**config.mk**
```make
export PLATFORM = sky130hd
export DESIGN_NAME = ram_burst_master_flat
export DESIGN_NICKNAME = d
export VERILOG_FILES = /design/src/rtl/ram_burst_master_pkg.sv /design/src/rtl/ram_burst_master_if.sv /design/src/rtl/ram_burst_master_rd_fifo.sv /design/src/rtl/ram_burst_master.sv /design/src/flat_wrapper.sv
export SDC_FILE = /design/constraint.sdc
export NUM_CORES = 1
export LEC_CHECK = 0
export ABC_AREA = 1
export CAP_MARGIN = 20
export CORE_ASPECT_RATIO = 0.75
export CORE_MARGIN = 5
export CORE_UTILIZATION = 35
export DETAILED_ROUTE_END_ITERATION = 8
export SYNTH_ARGS = -nofsm -noshare
export SYNTH_HDL_FRONTEND = slang
export SYNTH_HIERARCHICAL = 1
export SYNTH_SLANG_ARGS = --single-unit
```
**constraint.sdc**
```tcl
create_clock -name clk -period 5.23 [get_ports clk]
set_input_delay 0.7845 -clock clk [delete_from_list [all_inputs] [get_ports clk]]
set_output_delay 0.7845 -clock clk [all_outputs]
set_load 0.03 [all_outputs]
```
**src/rtl/ram_burst_master_pkg.sv**
```systemverilog
// Shared types and default sizing for the 1Kx8 RAM burst initiator.
package ram_burst_pkg;

    localparam int RB_ADDR_W     = 10;
    localparam int RB_DATA_W     = 8;
    localparam int RB_FIFO_DEPTH = 4;

    typedef enum logic [1:0] {
        IDLE  = 2'd0,
        WRITE = 2'd1,
        READ  = 2'd2,
        DRAIN = 2'd3
    } state_t;

    // One read-return buffer entry: the byte plus its end-of-burst tag.
    typedef struct packed {
        logic [RB_DATA_W-1:0] data;
        logic                 last;
    } rd_entry_t;

endpackage

```
**src/rtl/ram_burst_master_if.sv**
```systemverilog
// Client-side command/stream handshakes plus the RAM pin bundle of the burst master.
interface ram_burst_master_if
    import ram_burst_pkg::*;
#(
    parameter int ADDR_W = RB_ADDR_W,
    parameter int DATA_W = RB_DATA_W
);

    logic              cmd_valid;
    logic              cmd_ready;
    logic              cmd_write;
    logic [ADDR_W-1:0] cmd_addr;
    logic [ADDR_W-1:0] cmd_len;

    logic              wr_valid;
    logic              wr_ready;
    logic [DATA_W-1:0] wr_data;

    logic              rd_valid;
    logic              rd_ready;
    logic [DATA_W-1:0] rd_data;
    logic              rd_last;

    logic              done;

    logic              ram_en;
    logic              ram_we;
    logic [ADDR_W-1:0] ram_addr;
    logic [DATA_W-1:0] ram_data;
    logic [DATA_W-1:0] ram_dout;

    modport master (
        input  cmd_valid, cmd_write, cmd_addr, cmd_len,
        input  wr_valid, wr_data,
        input  rd_ready,
        input  ram_dout,
        output cmd_ready, wr_ready,
        output rd_valid, rd_data, rd_last,
        output done,
        output ram_en, ram_we, ram_addr, ram_data
    );

    modport slave (
        output cmd_valid, cmd_write, cmd_addr, cmd_len,
        output wr_valid, wr_data,
        output rd_ready,
        output ram_dout,
        input  cmd_ready, wr_ready,
        input  rd_valid, rd_data, rd_last,
        input  done,
        input  ram_en, ram_we, ram_addr, ram_data
    );

endinterface

```
**src/rtl/ram_burst_master_rd_fifo.sv**
```systemverilog
// Synchronous read-return FIFO; head is forced to zero while empty.
module ram_rd_fifo
    import ram_burst_pkg::*;
#(
    parameter int WIDTH = RB_DATA_W + 1,
    parameter int DEPTH = RB_FIFO_DEPTH
) (
    input  logic                       clk,
    input  logic                       rst_n,
    input  logic                       i_push,
    input  logic [WIDTH-1:0]           i_push_data,
    input  logic                       i_pop,
    output logic [WIDTH-1:0]           o_head,
    output logic [$clog2(DEPTH+1)-1:0] o_count,
    output logic                       o_empty
);

    localparam int PTR_W = $clog2(DEPTH);
    localparam int CNT_W = $clog2(DEPTH + 1);
    localparam logic [PTR_W-1:0] PTR_ONE = PTR_W'(1);
    localparam logic [CNT_W-1:0] CNT_ONE = CNT_W'(1);

    logic [WIDTH-1:0] r_mem [DEPTH];
    logic [PTR_W-1:0] r_wptr;
    logic [PTR_W-1:0] r_rptr;
    logic [CNT_W-1:0] r_count;

    // NOTE: storage is not reset; only pointers and count are, which is enough to make it empty.
    always_ff @(posedge clk) begin
        if (i_push) begin
            r_mem[r_wptr] <= i_push_data;
        end
    end

    // NOTE: sequential state uses non-blocking assignments so every register samples pre-edge values.
    always_ff @(posedge clk or negedge rst_n) begin
        if (!rst_n) begin
            r_wptr  <= '0;
            r_rptr  <= '0;
            r_count <= '0;
        end else begin
            if (i_push) begin
                r_wptr <= r_wptr + PTR_ONE;
            end
            if (i_pop) begin
                r_rptr <= r_rptr + PTR_ONE;
            end
            case ({i_push, i_pop})
                2'b10:   r_count <= r_count + CNT_ONE;
                2'b01:   r_count <= r_count - CNT_ONE;
                default: r_count <= r_count;
            endcase
        end
    end

    assign o_empty = (r_count == '0);
    assign o_count = r_count;
    assign o_head  = o_empty ? '0 : r_mem[r_rptr];

endmodule

```
**src/rtl/ram_burst_master.sv**
```systemverilog
// Burst initiator for a 1Kx8 single-port synchronous RAM: write bursts from a
// valid/ready stream, read bursts returned through a small credit-limited FIFO.
module ram_burst_master
    import ram_burst_pkg::*;
#(
    parameter int ADDR_W     = RB_ADDR_W,
    parameter int DATA_W     = RB_DATA_W,
    parameter int FIFO_DEPTH = RB_FIFO_DEPTH
) (
    input  logic              clk,
    input  logic              rst_n,
    ram_burst_master_if.master bus
);

    localparam int CNT_W = $clog2(FIFO_DEPTH + 1);
    localparam logic [ADDR_W-1:0] ADDR_ONE  = ADDR_W'(1);
    localparam logic [CNT_W:0]    DEPTH_LIM = (CNT_W + 1)'(FIFO_DEPTH);

    state_t            r_state;
    state_t            w_next_state;
    logic [ADDR_W-1:0] r_cur_addr;
    logic [ADDR_W-1:0] r_remaining;
    logic              r_inflight;
    logic              r_inflight_last;
    logic              r_done;

    logic              w_accept;
    logic              w_final;
    logic              w_wr_beat;
    logic              w_issue;
    logic              w_pop;
    logic              w_pop_last;
    logic [CNT_W-1:0]  w_count;
    logic [CNT_W:0]    w_occupancy;
    logic              w_empty;
    logic [DATA_W:0]   w_head;

    assign w_accept  = (r_state == IDLE) && bus.cmd_valid;
    assign w_final   = (r_remaining == '0);
    assign w_wr_beat = (r_state == WRITE) && bus.wr_valid;

    // Credit check: bytes already in the FIFO plus the one still in the RAM pipeline.
    assign w_occupancy = {1'b0, w_count} + {{CNT_W{1'b0}}, r_inflight};
    assign w_issue     = (r_state == READ) && (w_occupancy < DEPTH_LIM);

    assign w_pop      = !w_empty && bus.rd_ready;
    assign w_pop_last = w_pop && w_head[DATA_W];

    always_ff @(posedge clk or negedge rst_n) begin
        if (!rst_n) begin
            r_state <= IDLE;
        end else begin
            r_state <= w_next_state;
        end
    end

    always_comb begin
        w_next_state = r_state;
        case (r_state)
            IDLE:    if (bus.cmd_valid) w_next_state = bus.cmd_write ? WRITE : READ;
            WRITE:   if (w_wr_beat && w_final) w_next_state = IDLE;
            READ:    if (w_issue && w_final) w_next_state = DRAIN;
            DRAIN:   if (w_pop_last) w_next_state = IDLE;
            default: w_next_state = IDLE;
        endcase
    end

    // NOTE: every output gets a default before the case so no path leaves a latch.
    always_comb begin
        bus.cmd_ready = 1'b0;
        bus.wr_ready  = 1'b0;
        bus.ram_en    = 1'b0;
        bus.ram_we    = 1'b0;
        bus.ram_addr  = '0;
        bus.ram_data  = '0;
        case (r_state)
            IDLE: bus.cmd_ready = 1'b1;
            WRITE: begin
                bus.wr_ready = 1'b1;
                bus.ram_en   = bus.wr_valid;
                bus.ram_we   = bus.wr_valid;
                bus.ram_addr = r_cur_addr;
                bus.ram_data = bus.wr_data;
            end
            READ: begin
                bus.ram_en   = w_issue;
                bus.ram_addr = r_cur_addr;
            end
            default: ;
        endcase
    end

    always_ff @(posedge clk or negedge rst_n) begin
        if (!rst_n) begin
            r_cur_addr      <= '0;
            r_remaining     <= '0;
            r_inflight      <= 1'b0;
            r_inflight_last <= 1'b0;
            r_done          <= 1'b0;
        end else begin
            if (w_accept) begin
                r_cur_addr  <= bus.cmd_addr;
                r_remaining <= bus.cmd_len;
            end else if (w_wr_beat || w_issue) begin
                r_cur_addr  <= r_cur_addr + ADDR_ONE;
                r_remaining <= r_remaining - ADDR_ONE;
            end
            r_inflight      <= w_issue;
            r_inflight_last <= w_issue && w_final;
            r_done          <= (w_wr_beat && w_final) || ((r_state == DRAIN) && w_pop_last);
        end
    end

    // ram_dout is only captured the cycle after an issue, so a floating bus is never stored.
    ram_rd_fifo #(
        .WIDTH (DATA_W + 1),
        .DEPTH (FIFO_DEPTH)
    ) u_rd_fifo (
        .clk         (clk),
        .rst_n       (rst_n),
        .i_push      (r_inflight),
        .i_push_data ({r_inflight_last, bus.ram_dout}),
        .i_pop       (w_pop),
        .o_head      (w_head),
        .o_count     (w_count),
        .o_empty     (w_empty)
    );

    assign bus.rd_valid = !w_empty;
    assign bus.rd_data  = w_head[DATA_W-1:0];
    assign bus.rd_last  = w_head[DATA_W];
    assign bus.done     = r_done;

endmodule

```
**src/flat_wrapper.sv**
```systemverilog
// flat-port wrapper written by rule: the top's interface ports become plain ports
module ram_burst_master_flat import ram_burst_pkg::*;
#(
    parameter int ADDR_W     = RB_ADDR_W,
    parameter int DATA_W     = RB_DATA_W,
    parameter int FIFO_DEPTH = RB_FIFO_DEPTH
)
  (clk, rst_n, bus_cmd_valid, bus_cmd_write, bus_cmd_addr, bus_cmd_len, bus_wr_valid, bus_wr_data, bus_rd_ready, bus_ram_dout, bus_cmd_ready, bus_wr_ready, bus_rd_valid, bus_rd_data, bus_rd_last, bus_done, bus_ram_en, bus_ram_we, bus_ram_addr, bus_ram_data);
  ram_burst_master_if #(.ADDR_W(ADDR_W), .DATA_W(DATA_W)) bus_i ();
  input  logic clk;
  input  logic rst_n;
  input wire logic [$bits(bus_i.cmd_valid)-1:0] bus_cmd_valid;
  input wire logic [$bits(bus_i.cmd_write)-1:0] bus_cmd_write;
  input wire logic [$bits(bus_i.cmd_addr)-1:0] bus_cmd_addr;
  input wire logic [$bits(bus_i.cmd_len)-1:0] bus_cmd_len;
  input wire logic [$bits(bus_i.wr_valid)-1:0] bus_wr_valid;
  input wire logic [$bits(bus_i.wr_data)-1:0] bus_wr_data;
  input wire logic [$bits(bus_i.rd_ready)-1:0] bus_rd_ready;
  input wire logic [$bits(bus_i.ram_dout)-1:0] bus_ram_dout;
  output wire logic [$bits(bus_i.cmd_ready)-1:0] bus_cmd_ready;
  output wire logic [$bits(bus_i.wr_ready)-1:0] bus_wr_ready;
  output wire logic [$bits(bus_i.rd_valid)-1:0] bus_rd_valid;
  output wire logic [$bits(bus_i.rd_data)-1:0] bus_rd_data;
  output wire logic [$bits(bus_i.rd_last)-1:0] bus_rd_last;
  output wire logic [$bits(bus_i.done)-1:0] bus_done;
  output wire logic [$bits(bus_i.ram_en)-1:0] bus_ram_en;
  output wire logic [$bits(bus_i.ram_we)-1:0] bus_ram_we;
  output wire logic [$bits(bus_i.ram_addr)-1:0] bus_ram_addr;
  output wire logic [$bits(bus_i.ram_data)-1:0] bus_ram_data;
  assign bus_i.cmd_valid = bus_cmd_valid;
  assign bus_i.cmd_write = bus_cmd_write;
  assign bus_i.cmd_addr = bus_cmd_addr;
  assign bus_i.cmd_len = bus_cmd_len;
  assign bus_i.wr_valid = bus_wr_valid;
  assign bus_i.wr_data = bus_wr_data;
  assign bus_i.rd_ready = bus_rd_ready;
  assign bus_i.ram_dout = bus_ram_dout;
  assign bus_cmd_ready = bus_i.cmd_ready;
  assign bus_wr_ready = bus_i.wr_ready;
  assign bus_rd_valid = bus_i.rd_valid;
  assign bus_rd_data = bus_i.rd_data;
  assign bus_rd_last = bus_i.rd_last;
  assign bus_done = bus_i.done;
  assign bus_ram_en = bus_i.ram_en;
  assign bus_ram_we = bus_i.ram_we;
  assign bus_ram_addr = bus_i.ram_addr;
  assign bus_ram_data = bus_i.ram_data;
  ram_burst_master #(.ADDR_W(ADDR_W), .DATA_W(DATA_W), .FIFO_DEPTH(FIFO_DEPTH)) u_core (.clk(clk), .rst_n(rst_n), .bus(bus_i));
endmodule
```
## Yosys cells after proc, flatten, opt, wreduce, memory -nomap -nowiden

Memories as Yosys holds them, arrays and structs flattened.
Cells that the tools add are included.

| operators by class | value |
|---|---|
| add/subtract/negate cells | 7 |
| magnitude comparators | 1 |
| equal/unequal tests | 9 |
| multiplexer cells | 20 |
| reductions and logical operators | 18 |

Operator list:

| operator | count |
|---|---|
| $mux 10 | 5 |
| $add 10x1->10 const B | 1 |
| $logic_not 10->1 | 1 |
| $mux 2 | 5 |
| $sub 10x1->10 const B | 1 |
| $mux 9 | 1 |
| $logic_and 1x1->1 | 8 |
| $mux 8 | 1 |
| $pmux 2 s4 | 1 |
| $eq 2x2->1 const B | 3 |
| $ne 2x2->1 const B | 3 |
| $pmux 3 s2 | 1 |
| $mux 1 | 5 |
| $add 2x1->2 const B | 2 |
| $add 3x1->4 | 1 |
| $eq 2x1->1 const B | 2 |
| $lt 4x3->1 const B | 1 |
| $reduce_and 4->1 | 1 |
| $reduce_bool 2->1 | 2 |
| $add 3x1->3 const B | 1 |
| $logic_not 3->1 | 1 |
| $sub 3x1->3 const B | 1 |
| $logic_not 2->1 | 1 |
| $logic_or 1x1->1 | 2 |
| 4 further kinds | 4 |

| word-level totals | value |
|---|---|
| flip-flop bits (word level) | 32 |
| bits in writable memories | 36 |
| input port bits | 42 |
| output and inout bits | 33 |
| memories | 1 |

Memory list:

| memory | depth | bits a word | rd ports | clocked after memory_dff | write ports | line | source |
|---|---|---|---|---|---|---|---|
| u_core.u_rd_fifo.r_mem | 4 | 9 | 1 | 0 | 1 | ram_burst_master_rd_fifo.sv:23 | `logic [WIDTH-1:0] r_mem [DEPTH];` |

## Longest topological paths before layout

| depth | value |
|---|---|
| depth in word-level cells | 6 |
| mapped depth | 12 |

## Hierarchy

Netlist, hierarchy kept.

By module, submodules not included:

| module | instances | cells an instance | area an instance (µm²) |
|---|---|---|---|
| ram_rd_fifo | 1 | 188 | 1945.6 |
| ram_burst_master | 1 | 265 | 1896.8 |

## Worst setup path after synthesis

No wires, ideal clock.

| path | value |
|---|---|
| path kind | reg2out |
| from | register u_core.r_state[1] |
| to | output bus_ram_en |
| data arrival time | 1684 ps |
| setup slack | 2761 ps |
| cell stages (with the launch flop) | 8 |
| path buffers | 1 |
| cells stage by stage | dfrtp_1 -> inv_1 -> ha_1 -> buf_6 -> nand2_8 -> nand2_8 -> inv_1 -> nor2_1 |

| on the way | value |
|---|---|
| word-level cells in the longest chain between the ends | 3 |
| elaborated cells between the ends (all ways) | 4 |
| those cells by class | eq/ne (2); mux (1); reduce/logical (1) |

RTL lines:

| element | line | source |
|---|---|---|
| start, declared | ram_burst_master.sv:19 | `state_t r_state;` |
| start signal, assigned | ram_burst_master.sv:53 | `r_state <= w_next_state;` |
| $eq 2x2->1 | ram_burst_master.sv:44, ram_burst_master.sv:76 |  |
| $logic_and 1x1->1 | ram_burst_master.sv:44 | `assign w_issue = (r_state == READ) && (w_occupancy < DEPTH_LIM);` |
| $pmux 1 s2 * | ram_burst_master.sv:76 | `case (r_state)` |
| end, declared | flat_wrapper.sv:26 | `output wire logic [$bits(bus_i.ram_en)-1:0] bus_ram_en;` |

Every way passes the cells marked *; elsewhere a longest branch is shown, timed or not.

## Final worst setup path

| path | value |
|---|---|
| from | register u_core.u_rd_fifo.r_rptr[0] |
| to | output bus_rd_last |

| on the way | value |
|---|---|
| word-level cells in the longest chain between the ends | 2 |

RTL lines:

| element | line | source |
|---|---|---|
| start, declared | ram_burst_master_rd_fifo.sv:25 | `logic [PTR_W-1:0] r_rptr;` |
| start signal, assigned | ram_burst_master_rd_fifo.sv:46 | `r_rptr <= r_rptr + PTR_ONE;` |
| $mem_v2 4x9 | - |  |
| $mux 9 | ram_burst_master_rd_fifo.sv:58 | `assign o_head = o_empty ? '0 : r_mem[r_rptr];` |
| end, declared | flat_wrapper.sv:24 | `output wire logic [$bits(bus_i.rd_last)-1:0] bus_rd_last;` |

Every way passes these cells.

==> insert_results.sql <==
INSERT INTO impl_metrics (metric_group, metric, value, unit) VALUES
('logic_synthesis', 'synth_area_per_cell', '8.482', 'µm²'),
('floorplanning', 'placementRows', '33', ''),
('cts', 'post_cts_resize_count', '0', ''),
('floorplanning', 'floorplan.die.height', '100.7', 'µm'),
('timing', 'maxSlewViolCount', '0', ''),
('critical_path', 'critical-path-max-stage-delay', '0.80', 'ns'),
('critical_path', 'worstSetupStartpointType', 'flop', ''),
('placed_design', 'portBuffers', '74', ''),
('critical_path', 'crit_path_max_fanout', '21', ''),
('route', 'drtIter0Drc', '262', ''),
('route', 'detailroute.via_count', '3143', ''),
('route', 'route.detailed.drc', '0', ''),
('cts', 'root_buffer', 'clkbuf_16', ''),
('floorplanning', 'core_area', '10820', 'µm²'),
('placed_design', 'dp_hpwl', '6173', 'µm'),
('logic_synthesis', 'synth_top_cells_by_area', 'edfxtp_1 28%, dfrtp_1 21%, nand2_1 12%, inv_1 8.6%, nand3_1 5.5%', ''),
('pwr', 'p_int', '1.656', 'mW'),
('timing', 'timing.max_slew.rel_slack', '52.46', '%'),
('final_layout', 'fraction_of_final_layout_cells_with_drive_strength_greater_than_1', '9.416', '%'),
('timing', 'timing.final.setup_violations', '0', ''),
('global_route', 'antenna_found_initial', '0', ''),
('floorplanning', 'die-width', '131.0', 'µm'),
('cts', 'clk_pin_slew', '0.05', 'ns'),
('route', 'firstDrtPassIters', '7', ''),
('logic_synthesis', 'ys_async_sr_fraction', '47.06', '%'),
('final_layout', 'layout.cells.non_filler', '671', ''),
('floorplanning', 'ios', '75', ''),
('logic_synthesis', 'synth_most_common_cell', 'nand2_1', ''),
('logic_synthesis', 'syn-num-nets', '507', ''),
('timing', 'final.hold.worst_slack', '0.4793', 'ns'),
('cts', 'cts_hold_repair.buffers', '0', ''),
('timing', 'final_hold_violating_endpoints', '0', ''),
('timing', 'final.setup.tns', '0', 'ns'),
('pwr', 'irDropWorstVdd', '177.4', 'µV'),
('timing', 'rsz0062_at_grt', 'false', ''),
('flow_run', 'max_cap_viol_count', '0', ''),
('min_path', 'class_of_the_tightest_hold_or_removal_check', 'reg2reg', ''),
('critical_path', 'worst_path_dominant_cell_family', 'buffers and inverters', ''),
('final_layout', 'area_delta_synth_final', '28.82', '%'),
('route', 'route.detailed.wl_per_inst', '12.75', 'µm'),
('critical_path', 'crit_type', 'reg2out', ''),
('timing', 'skew', '0.01138', 'ns'),
('logic_synthesis', 'synth_cell_type_count', '39', ''),
('final_layout', 'fin_nets', '580', ''),
('timing', 'post-route-min-period', '3.401', 'ns'),
('logic_synthesis', 'mappedNetlistArea', '3842', 'µm²'),
('logic_synthesis', 'dominantRegCellSynth', 'edfxtp_1', ''),
('placed_design', 'place_inst', '655', ''),
('pwr', 'leakagePower', '2.311', 'nW'),
('logic_synthesis', 'total_of_warnings_raised_by_yosys', '6', ''),
('global_route', 'grt_pass1_wl', '14440', 'µm'),
('pwr', 'power.switching', '1.363', 'mW'),
('floorplanning', 'initial_core_util', '35.52', '%'),
('timing', 'clock.fmax', '294.1', 'MHz'),
('timing', 'post-route-period-util', '65.02', '%'),
('logic_synthesis', 'netlist_instances', '453', ''),
('timing', 'tightestPinTransition', '0.7130', 'ns'),
('critical_path', 'crit_required', '4.45', 'ns'),
('global_route', 'track_usage', '13.88', '%'),
('global_route', 'grt_start_max_net_pins', '33', ''),
('logic_synthesis', 'number_of_enable_type_register_cells_in_the_synthesized_netlist', '36', ''),
('logic_synthesis', 'synth_top_cell_area_share', '28.13', '%'),
('run_status', 'result_of_the_run', 'finished, final reports clean', ''),
('route', 'count_of_nets_left_with_antenna_violations_after_detail_routing', '0', ''),
('pwr', 'powerDensity', '609.8', 'nW/µm²'),
('critical_path', 'cpMaxStageDelayCell', 'dfrtp_1', ''),
('route', 'postRouteWirelength', '8557', 'µm'),
('pwr', 'p_sw_share', '45.14', '%'),
('cts', 'cts.path.max_buffers', '2', ''),
('critical_path', 'worstPathBufferInverterCount', '2', ''),
('route', 'routed_via_density', '4.684', '');
==> metrics by stage <==
step / utilization, % / power [mW] / instance area, µm² / worst slack (ns)
detailed placement: 43.22 / 2.493 / 4676 / 1.946
CTS: 45.76 / 3.052 / 4950 / 1.783
floorplan: - / 2.003 / 3842 / 2.761
finish: 45.76 / 3.018 / 4950 / 1.829
global placement: 43.22 / 2.457 / 4676 / 1.952
global route: 45.76 / 3.263 / 4950 / 1.529
==> power groups by stage <==
stage	Sequential [mW]	Combinational (mW)	Clock, mW
3_3_place_gp	0.892	1.56	0
5_1_grt	0.915	1.76	0.591
2_1_floorplan	0.826	1.18	0
4_1_cts	0.889	1.60	0.560
3_5_place_dp	0.898	1.59	0
6_report	0.891	1.58	0.545
==> registers in the layout, indices dropped and copies added (netlist names) <==
name                      flops
u_core/u_rd_fifo/r_mem       36
u_core/r_remaining           10
u_core/r_state                2
u_core/bus.done               1
u_core/u_rd_fifo/r_wptr       2
u_core/u_rd_fifo/o_count      3
u_core/r_inflight_last        1
u_core/u_rd_fifo/r_rptr       2
u_core/r_cur_addr            10
u_core/r_inflight             1
==> per-layer routing <==
metal  up-vias  track usage, %  share of wire [%]
met5         -               0                  0
met3         6           3.125                6.4
li1       1584               -                  -
met1      1479           19.53                 46
met2        74           21.33                 46
met4         0           4.269               0.91
==> logic make-up after synthesis <==
group / count (synthesis) / share of synthesized area [%]
buf+inv: 108 / 11.85
simple gates: 221 / 27.65
xor+xnor: 5 / 1.140
flops: 68 / 48.97
compound gates: 39 / 6.285
fa+ha+maj: 12 / 4.103
==> area by class of cell <==
class	count	area (µm²)
inverters	94	357.8
fillers	998	5868
flip-flops and latches	68	1882
well taps	140	175.2
clock inverters	2	10.01
repair buffers	76	755.7
multi-input cells	277	1505
clock buffers	14	264.0
==> cells in the final DEF, fill, tap and decap left out, types with 4 or more instances in the layout <==
| master | n |
|---|---|
| o21ai_0 | 10 |
| o21ai_1 | 5 |
| clkbuf_16 | 9 |
| ha_1 | 11 |
| a21oi_1 | 12 |
| inv_1 | 88 |
| nor2_2 | 4 |
| or2_2 | 5 |
| nand2_1 | 120 |
| clkdlybuf4s50_1 | 74 |
| nand3_1 | 42 |
| edfxtp_1 | 36 |
| nor2_1 | 21 |
| inv_2 | 5 |
| nor2_4 | 4 |
| nand4_1 | 8 |
| dfrtp_1 | 32 |
| nor3_1 | 5 |
==> final timing paths <==
check                                                       start                                      to  slack [ns]  cells after the start
max                        u_core/u_rd_fifo/r_rptr[0]$_DFFE_PN0P_                             bus_rd_last        1.83                      5
min                              u_core/r_inflight_last$_DFF_PN0_  u_core/u_rd_fifo/r_mem[2][8]$_DFFE_PP_        0.48                      0
max reg2reg                u_core/u_rd_fifo/r_rptr[0]$_DFFE_PN0P_           u_core/r_state[1]$_DFFE_PN0P_        2.95                      9
min reg2reg                      u_core/r_inflight_last$_DFF_PN0_  u_core/u_rd_fifo/r_mem[2][8]$_DFFE_PP_        0.48                      0
max in group asynchronous                                   rst_n       u_core/r_remaining[8]$_DFFE_PN0P_        4.04                      2
min in group asynchronous                                   rst_n        u_core/r_cur_addr[6]$_DFFE_PN0P_        0.87                      2
Power figures use the tool's default switching activity.
